`src/rtl/flag_condition_unit.sv`:
```
// Flag register reader: counts outstanding flag writes, stalls a branch until
// every older flag producer has written back, then evaluates its condition code.
module flag_condition_unit #(
  parameter int ADDR_W = 32,
  parameter int PEND_W = 2
) (
  input  logic              clk,
  input  logic              rst,
  input  logic [5:0]        flags_i,
  input  logic              flag_wb_i,
  input  logic [5:0]        flag_wb_data_i,
  input  logic              flag_reserve_i,
  output logic              reserve_full_o,
  output logic [PEND_W-1:0] pending_o,
  input  logic              br_valid_i,
  output logic              br_ready_o,
  input  logic [3:0]        br_cond_i,
  input  logic [ADDR_W-1:0] br_target_i,
  output logic              res_valid_o,
  input  logic              res_ready_i,
  output logic              res_taken_o,
  output logic [ADDR_W-1:0] res_target_o,
  output logic              err_o
);

  typedef enum logic [1:0] {IDLE, WAIT, DONE} state_t;

  state_t              state, state_next;
  logic [PEND_W-1:0]   cnt, cnt_next;
  logic                err_set;
  logic [3:0]          cond_q, cond_next;
  logic [ADDR_W-1:0]   target_next;
  logic                taken_next;
  logic [3:0]          flag_src;
  logic                resolvable;
  logic                unused_flag_bits;

  assign unused_flag_bits = ^{flags_i[5:4], flag_wb_data_i[5:4]};

  // Flag bits: [0]=Z [1]=C [2]=S [3]=V
  function automatic logic cond_eval(input logic [3:0] cc, input logic [3:0] f);
    logic z, c, s, v;
    z = f[0];
    c = f[1];
    s = f[2];
    v = f[3];
    case (cc)
      4'h0:    cond_eval = 1'b1;
      4'h1:    cond_eval = z;
      4'h2:    cond_eval = !z;
      4'h3:    cond_eval = c;
      4'h4:    cond_eval = !c;
      4'h5:    cond_eval = s;
      4'h6:    cond_eval = !s;
      4'h7:    cond_eval = v;
      4'h8:    cond_eval = !v;
      4'h9:    cond_eval = c && !z;
      4'hA:    cond_eval = !c || z;
      4'hB:    cond_eval = (s == v);
      4'hC:    cond_eval = (s != v);
      4'hD:    cond_eval = !z && (s == v);
      4'hE:    cond_eval = z || (s != v);
      default: cond_eval = 1'b0;
    endcase
  endfunction

  // Illegal reserve/write-back leaves the count untouched and flags the error
  always_comb begin
    cnt_next = cnt;
    err_set  = 1'b0;
    case ({flag_reserve_i, flag_wb_i})
      2'b10: begin
        if (cnt == '1) err_set = 1'b1;
        else           cnt_next = cnt + PEND_W'(1);
      end
      2'b01: begin
        if (cnt == '0) err_set = 1'b1;
        else           cnt_next = cnt - PEND_W'(1);
      end
      default: cnt_next = cnt;
    endcase
  end

  assign flag_src   = flag_wb_i ? flag_wb_data_i[3:0] : flags_i[3:0];
  assign resolvable = (cnt_next == '0);

  always_comb begin
    state_next  = state;
    cond_next   = cond_q;
    target_next = res_target_o;
    taken_next  = res_taken_o;
    case (state)
      IDLE: begin
        if (br_valid_i) begin
          cond_next   = br_cond_i;
          target_next = br_target_i;
          if (resolvable) begin
            taken_next = cond_eval(br_cond_i, flag_src);
            state_next = DONE;
          end else begin
            state_next = WAIT;
          end
        end
      end
      WAIT: begin
        if (resolvable) begin
          taken_next = cond_eval(cond_q, flag_src);
          state_next = DONE;
        end
      end
      DONE: begin
        if (res_ready_i) state_next = IDLE;
      end
      default: state_next = IDLE;
    endcase
  end

  always_ff @(posedge clk or posedge rst) begin
    if (rst) begin
      state        <= IDLE;
      cnt          <= '0;
      err_o        <= 1'b0;
      cond_q       <= '0;
      res_target_o <= '0;
      res_taken_o  <= 1'b0;
    end else begin
      state        <= state_next;
      cnt          <= cnt_next;
      err_o        <= err_o | err_set;
      cond_q       <= cond_next;
      res_target_o <= target_next;
      res_taken_o  <= taken_next;
    end
  end

  assign pending_o      = cnt;
  assign reserve_full_o = (cnt == '1);
  assign br_ready_o     = (state == IDLE);
  assign res_valid_o    = (state == DONE);

endmodule

```
`config.mk`:
```
export PLATFORM = sky130hd
export DESIGN_NAME = flag_condition_unit
export DESIGN_NICKNAME = d
export VERILOG_FILES = /design/src/rtl/flag_condition_unit.sv
export SDC_FILE = /design/constraint.sdc
export NUM_CORES = 1
export LEC_CHECK = 0
export CAP_MARGIN = 30
export CORE_ASPECT_RATIO = 0.7
export CORE_MARGIN = 1
export CORE_UTILIZATION = 45
export CTS_CLUSTER_SIZE = 8
export DETAILED_ROUTE_END_ITERATION = 6
export GPL_TIMING_DRIVEN = 0
export PLACE_DENSITY = 0.85
export REMOVE_ABC_BUFFERS = 1
export SYNTH_ARGS = -nofsm -noshare
export SYNTH_HDL_FRONTEND = slang
export SYNTH_SLANG_ARGS = --single-unit
```
`constraint.sdc`:
```
create_clock -name clk -period 2.6 [get_ports clk]
set_input_delay 0.26 -clock clk [delete_from_list [all_inputs] [get_ports clk]]
set_output_delay 0.26 -clock clk [all_outputs]
set_load 0.05 [all_outputs]
```
-- Word level (Yosys, flattened, before mapping)
Cells that the tools add are included.
- bits in registers: 42
- input port bits: 54
- word-level logic and storage cells: 83
- add/sub/neg operators: 2
- eq/ne operators: 39
- mux-type cells: 18
- bitwise operators: 1
- reduce and logical (&&, ||, !) cells: 17
- operators with widths (operator ; count):
    4-bit equality test (second input constant) ; 14
    4-bit by 3-bit equality test with 1-bit output (second input constant) ; 8
    1-bit case mux with 15 select lines ; 2
    4-bit by 2-bit equality test with 1-bit output (second input constant) ; 4
    2-bit two-way mux ; 6
    4-bit by 1-bit equality test with 1-bit output (second input constant) ; 2
    4-bit logical NOT ; 2
    2-bit equality test (second input constant) ; 3
    2-bit logical NOT ; 3
    2-bit case mux with 3 select lines ; 1
    1-bit two-way mux ; 5
    2-bit by 1-bit equality test with 1-bit output (second input constant) ; 2
    1-bit logical NOT ; 4
    4-bit two-way mux ; 1
    2-bit by 1-bit inequality test with 1-bit output (second input constant) ; 2
    2-bit inequality test (second input constant) ; 2
    1-bit case mux with 2 select lines ; 2
    2-bit case mux with 2 select lines ; 1
    4-bit AND reduction ; 1
    3-bit AND reduction ; 1
    2-bit by 1-bit adder with 2-bit output (second input constant) ; 1
    1-bit logical AND ; 2
    1-bit logical OR ; 2
    2-bit AND reduction ; 1
    5 further kinds ; 5

-- Longest topological paths before layout
Gate-level depths: netlist of run 1.
- word-level depth: 7
- gate-level depth with buffers: 9
- gate-level depth less buffers: 8

-- Worst setup path before layout of run 1
No wires, ideal clock.
- path kind: reg-to-reg
- start: reg state[1]
- end: reg res_target_o[11]
- setup time: 125 ps
- arrival time: 2083 ps
- required time: 2475 ps
- slack: 392 ps
- stages on the path, launching flop included: 6
- buffers on the path: 2
- cell sequence: dfrtp_1 -> nor2_1 -> and2_1 -> buf_2 -> buf_2 -> mux2_2
- cells in the longest elaborated chain, start to end: 2
- RTL lines (element ; RTL line ; source):
    start, declared ; 28 ; state_t state, state_next;
    start signal, assigned ; 127 ; state <= state_next;
    2-bit logical NOT ; n/a ;
    named net br_ready_o ; 16 ; output logic br_ready_o,
    2-bit AND reduction (no line) ; n/a ;
    end signal, assigned ; 131 ; res_target_o <= target_next;
    end, declared ; 22 ; output logic [ADDR_W-1:0] res_target_o,
The timed path passes the listed nets, and every way through them passes these cells.
A chain may end at the register's enable or synchronous reset.

-- Worst setup path after layout of run 1
- start: in flag_wb_i
- end: reg res_taken_o
- cells in the longest elaborated chain, start to end: 7
- elaborated cells between the ends (all ways): 24
- those cells by class: eq/ne (6); mux (8); reduce/logical (10)
- RTL lines (element ; RTL line ; source):
    start, declared ; 10 ; input logic flag_wb_i,
    4-bit two-way mux ; 84 ; assign flag_src = flag_wb_i ? flag_wb_data_i[3:0] : flags_i[3:0];
    1-bit inequality test, or another cell as far along ; 60, 62 ;
    1-bit logical OR, or another cell as far along ; 62 ; 4'hE: cond_eval = z || (s != v);
    1-bit case mux with 15 select lines ; 47 ; case (cc)
    1-bit two-way mux ; 97 ; if (resolvable) begin
    1-bit two-way mux ; 94 ; if (br_valid_i) begin
    1-bit case mux with 2 select lines ; 92 ; case (state)
    end signal, assigned ; 132 ; res_taken_o <= taken_next;
    end, declared ; 21 ; output logic res_taken_o,
Several ways; a longest one is shown, not always the timed one. The select of a mux whose other input is x is not followed.

==> results of run 1 <==
==> flip-flops by register name, summed over array words and instances (netlist names) <==
| register | count |
|---|---|
| pending_o | 2 |
| res_target_o | 32 |
| err_o | 1 |
| state | 2 |
| res_taken_o | 1 |
| cond_q | 4 |
==> per-layer routing <==
layer	share of wire	global-route usage	up-vias
met2	0.45	0.343	70
met1	0.46	0.274	823
met3	0.088	0.0746	2
li1	-	-	820
met5	0	0	-
met4	0.0033	0.0436	0
==> cell families (layout without fill, tap and decap cells) <==
family | count (synthesis) | count (layout) | synth area share
AOI/OAI and AO/OA | 31 | 31 | 0.102
DFF | 42 | 42 | 0.492
and+or+nand+nor | 35 | 35 | 0.0878
adders and majority gates | 2 | 2 | 0.0117
muxes | 46 | 46 | 0.258
buffers and inverters | 19 | 105 | 0.0404
xor gates and xnor gates | 2 | 2 | 0.00820
==> worst max-delay path, stage by stage <==
cell	delay, ns
clkdlybuf4s18_2	0.41
inv_2	0.10
ha_1	0.42
mux2_1	0.35
o32ai_1	0.20
nand2b_1	0.18
a41oi_1	0.20
nand4_1	0.13
o32a_1	0.35
==> synth_stat cells, drive strengths merged, types with 4 or more instances <==
library cell	n	area (sq um)
inv	9	33.8
buf	6	36.3
a31oi	5	31.3
nor2	8	30.0
mux2i	7	70.1
nand2	10	37.5
o21ai	5	25.0
a21oi	4	20.0
mux2	36	405
clkbuf	4	16.3
dfrtp	42	1050
==> cell type report <==
cell class                 instances  share of cell area
multi-input combinational        116               0.318
tap                               55              0.0219
sequential                        42               0.334
inverter                           9              0.0107
clock buffer                       8              0.0350
timing repair buffer              88               0.280
==> stage by stage <==
| stage | setup WS, ns | power (mW) | instances | TNS [ns] | hold slack, ns |
|---|---|---|---|---|---|
| after floorplan | -0.0310 | 2.37 | 167 | -1.05 | 0.368 |
| after global placement | -0.520 | 3.03 | 310 | -0.520 | 0.464 |
| after detailed placement | -0.601 | 3.07 | 310 | -0.601 | 0.476 |
| after CTS | 0.200 | 3.56 | 318 | 0 | 0.497 |
| after global routing | 0.0140 | 3.70 | 318 | 0 | 0.516 |
| final | 0.181 | 3.53 | 318 | 0 | 0.471 |
==> power by group through the flow <==
stage / Combinational [mW] / Clock, mW / Sequential (mW)
finish: 1.96 / 0.481 / 1.09
global route: 2.04 / 0.523 / 1.14
CTS: 1.97 / 0.499 / 1.09
detailed placement: 1.96 / 0 / 1.11
global placement: 1.95 / 0 / 1.08
floorplan: 0.473 / 0 / 1.90
==> final timing paths <==
path | start | to | slack [ns] | cells after the start
worst min register to register | err_o | err_o | 0.49 | 1
worst max-delay path | flag_wb_i | res_taken_o | 0.18 | 9
max in group asynchronous | rst | cond_q[3] | 1.60 | 2
min in group clk | err_o | err_o | 0.49 | 1
worst max register to register | pending_o[0] | res_taken_o | 0.68 | 6
worst min-delay path | rst | res_target_o[8] | 0.47 | 2
==> repair_timing <==
item                       in CTS  in global routing
setup endpoints to repair       1                  1
resized for setup               3                  1
pin swaps                       0                  0
cloned                          0                  0
==> flow_summary.ini, run 1 <==
[status]
status = finished, violations left
failed_checks = design-rule violations

[synth]
avgSynthCellArea_sq_um = 12.1
ys_async_sr_fraction = 1.00
postSynthCellCount = 177
ys_warn_count = 0
synth_enable_flop_cells = 0
ys_seq_area_frac = 0.492
yosysUniqueCellTypes = 43
netlist_area_sq_um = 2140
synth-main-ff-cell = dfrtp_1
yosys_register_bits = 42

[pwr]
ir_drop_mv = 0.745
p_leak_nw = 1.30
clockPowerShare = 0.136
sw_frac_of_total = 0.452
power.switching_mw = 1.60
sequentialPowerShare = 0.309
p_per_area_nw_per_um2 = 1120
p_int_mw = 1.93
comb_power_share = 0.555

[finish]
layout_commonest_cell = clkdlybuf4s50_1
fillers = 347
regArea_sq_um = 1050
layout-drive-gt1-share = 0.186
post-route-util = 0.706
insertedDiodeCount = 0
areaGrowthSynthToFinish_pct = 47.2
multi_input_area_sq_um = 1000
final_cell_mix = clkdlybuf4s50_1, dfrtp_1, mux2_2
final_area_sq_um = 3150
finalNetCount = 318

[timing]
relSlewSlack = 0.428
worstMarginPinSlew_ns = 0.857
hold_viol = 0
fmaxAchievable_mhz = 413
rsz0062_at_grt = false
fin_skew_ns = 0.00475
drv_slew = 0
setup_viol_count_final = 0
fin_crit_sh = 0.930
finalCriticalPeriod_ns = 2.42

[detailed_routing]
vias = 1715
vias_per_cell = 5.39
drcViolationCount = 6
drt_first_pass_iters = 6
final_antenna_net_count = 0
drtIter0Drc = 79
totalWireLength_microns = 4890
wl_per_cell_microns = 15.4

[die]
dieWidth_microns = 84.4
start_util = 0.480
io_pins = 93
die_h_microns = 59.7
core_area_sq_um = 4450
rows = 20
fp.dieArea_sq_um = 5030

[worst_setup_path]
setup.worst_path.class = primary input to register
required_ns = 2.78
crit_path_max_fanout = 14
crit_path_end_kind = register
cp-start-kind = primary input
critical_path_arrival_ns = 2.60

[clock_network]
ctsHoldBuffers = 0
cts_made_buffers = 5
clock_latency_ns = 0.29
cts_tree = yes
cts_setup_buffers = 0
cts.clk_slew.worst_paths_ns = 0.08
htreeDepth = 2
clock-root-buffer = clkbuf_8
cts_num_sinks = 42
clockBufferDepth = 2

[place]
globalplace.congestion = 0.823
place_area_sq_um = 3040
io_buffers = 88
dpl.hpwl_microns = 3660

[run]
maxCapViolCount = 0

[global_route]
grt_pass1_vias = 1678
antenna_found_initial = 0
grt_overflow = 0
grt_pass1_wl_microns = 8090
grt_max_degree = 43
gr-usage-all-layers = 0.209

[worst_hold_path]
hp-class = primary input to asynchronous set/reset pin
Power figures use the tool's default switching activity.
==> inputs of run 2 (changes only) <==
--- a/config.mk
+++ b/config.mk
@@ -8,11 +8,11 @@
 export CAP_MARGIN = 30
 export CORE_ASPECT_RATIO = 0.7
 export CORE_MARGIN = 1
-export CORE_UTILIZATION = 45
+export CORE_UTILIZATION = 42
 export CTS_CLUSTER_SIZE = 8
 export DETAILED_ROUTE_END_ITERATION = 6
 export GPL_TIMING_DRIVEN = 0
-export PLACE_DENSITY = 0.85
+export PLACE_DENSITY = 0.8
 export REMOVE_ABC_BUFFERS = 1
 export SYNTH_ARGS = -nofsm -noshare
 export SYNTH_HDL_FRONTEND = slang
==> constraint.sdc (replaced) <==
create_clock -name clk -period 2.29 [get_ports clk]
set_input_delay 0.229 -clock clk [delete_from_list [all_inputs] [get_ports clk]]
set_output_delay 0.229 -clock clk [all_outputs]
set_load 0.05 [all_outputs]
==> flow_summary.ini, run 2 (same netlist as run 1, synthesis figures left out) <==
[worst_setup_path]
critical_path_arrival_ns = 2.35
cp-start-kind = primary input
startpoint = flag_reserve_i
rr_endpoint = res_taken_o
r2r_start = pending_o[0]
setup.worst_path.class = primary input to register
r2r_setup_slack_ns = 0.38
crit_path_end_kind = register
ff2ff_path_depth = 6
crit_path_max_fanout = 7
required_ns = 2.46
endpoint = res_taken_o

[finish]
post-route-util = 0.657
areaGrowthSynthToFinish_pct = 48.7
multi_input_area_sq_um = 1010
largest_register_ffs = 32
finalNetCount = 319
insertedDiodeCount = 0
layout-drive-gt1-share = 0.189
top_regs = res_target_o: 32 flops, cond_q: 4 flops
final_area_sq_um = 3180
fillers = 413
layout_commonest_cell = clkdlybuf4s50_1
regArea_sq_um = 1050
regMostFlops = res_target_o
final_cell_mix = clkdlybuf4s50_1, dfrtp_1, mux2_2

[worst_hold_path]
hp-class = primary input to asynchronous set/reset pin

[pwr]
ir_drop_mv = 0.885
p_per_area_nw_per_um2 = 1280
p_leak_nw = 1.30

[place]
globalplace.congestion = 0.860
place_area_sq_um = 3050
io_buffers = 88
pre_cts_ws_ns = -0.810
dpl.hpwl_microns = 3570

[status]
status = completed

[timing]
fin_crit_sh = 0.953
relSlewSlack = 0.436
rsz0062_at_grt = false
setup_viol_count_final = 0
fin_skew_ns = 0.00548
fmaxAchievable_mhz = 458
drv_slew = 0
setup_ws_ns = 0.108
finalCriticalPeriod_ns = 2.18
hold_viol = 0
fin_setup_tns_ns = 0
whs_ns = 0.423
worstMarginPinSlew_ns = 0.845

[die]
io_pins = 93
die_h_microns = 61.7
start_util = 0.442
core_area_sq_um = 4830
fp.dieArea_sq_um = 5380
rows = 21
dieWidth_microns = 87.3

[detailed_routing]
drcViolationCount = 0
vias_per_cell = 5.14
vias = 1712
totalWireLength_microns = 4860
wl_per_cell_microns = 14.6
final_antenna_net_count = 0
drtIter0Drc = 176
drt_first_pass_iters = 4

[clock_network]
clockBufferDepth = 2
cts_made_buffers = 5
htreeDepth = 2
clock_latency_ns = 0.29
ctsHoldBuffers = 0
cts_tree = yes
cts_num_sinks = 42
cts.clk_slew.worst_paths_ns = 0.08
clock-root-buffer = clkbuf_8

[global_route]
grt_pass1_vias = 1538
grt_pass1_wl_microns = 7460
grt_max_degree = 43
antenna_found_initial = 0
gr-usage-all-layers = 0.187
grt_overflow = 0

[run]
maxCapViolCount = 0
==> run 2: metrics by stage <==
| stage | std cells | power (mW) |
|---|---|---|
| floorplan | 167 | 2.69 |
| global placement | 324 | 3.45 |
| detailed placement | 324 | 3.49 |
| CTS | 332 | 4.08 |
| global route | 333 | 4.25 |
| finish | 333 | 4.05 |
==> run 2: final cells by class <==
class | count | share of cell area
multi-input cells | 116 | 0.319
well taps | 69 | 0.0272
inverters | 9 | 0.0106
clock buffers | 6 | 0.0228
clock inverters | 2 | 0.0118
flip-flops and latches | 42 | 0.331
repair buffers | 89 | 0.278
==> run 2: how the worst min path moves through the flow <==
stage	endpoint	slack, ns	depth (start not counted)
floorplan	state[1]	0.34	1
global placement	err_o	0.47	1
detailed placement	err_o	0.48	1
CTS	res_target_o[18]	0.45	2
global route	res_target_o[14]	0.52	2
finish	res_target_o[18]	0.42	2
==> run 2: metal layers <==
| metal | GRT usage | vias up | share of wire |
|---|---|---|---|
| met5 | 0 | - | 0 |
| met4 | 0.0726 | 0 | 0.012 |
| met3 | 0.0603 | 7 | 0.090 |
| met2 | 0.275 | 70 | 0.44 |
| met1 | 0.261 | 810 | 0.46 |
| li1 | - | 825 | - |
==> run 2: worst max-delay path, stage by stage <==
cell and delay [ns]:
clkdlybuf4s50_1 0.46, ha_4 0.32, mux2_1 0.32, o32ai_1 0.17, nand2b_1 0.17, a41oi_1 0.20
nand4_1 0.13, o32a_1 0.35
==> run 2: repair_timing <==
action,4_1_cts,5_1_grt
buffers inserted,0,1
pin swaps,0,0
resized for setup,4,3
setup endpoints to repair,1,1
==> run 2: power breakdown <==
| group | leakage, nW | switching [mW] | internal, mW | total [mW] |
|---|---|---|---|---|
| Clock | 0.0514 | 0.254 | 0.325 | 0.580 |
| Sequential | 0.494 | 0.202 | 1.04 | 1.24 |
| Combinational | 0.753 | 1.37 | 0.859 | 2.23 |
| Total | 1.30 | 1.83 | 2.22 | 4.05 |
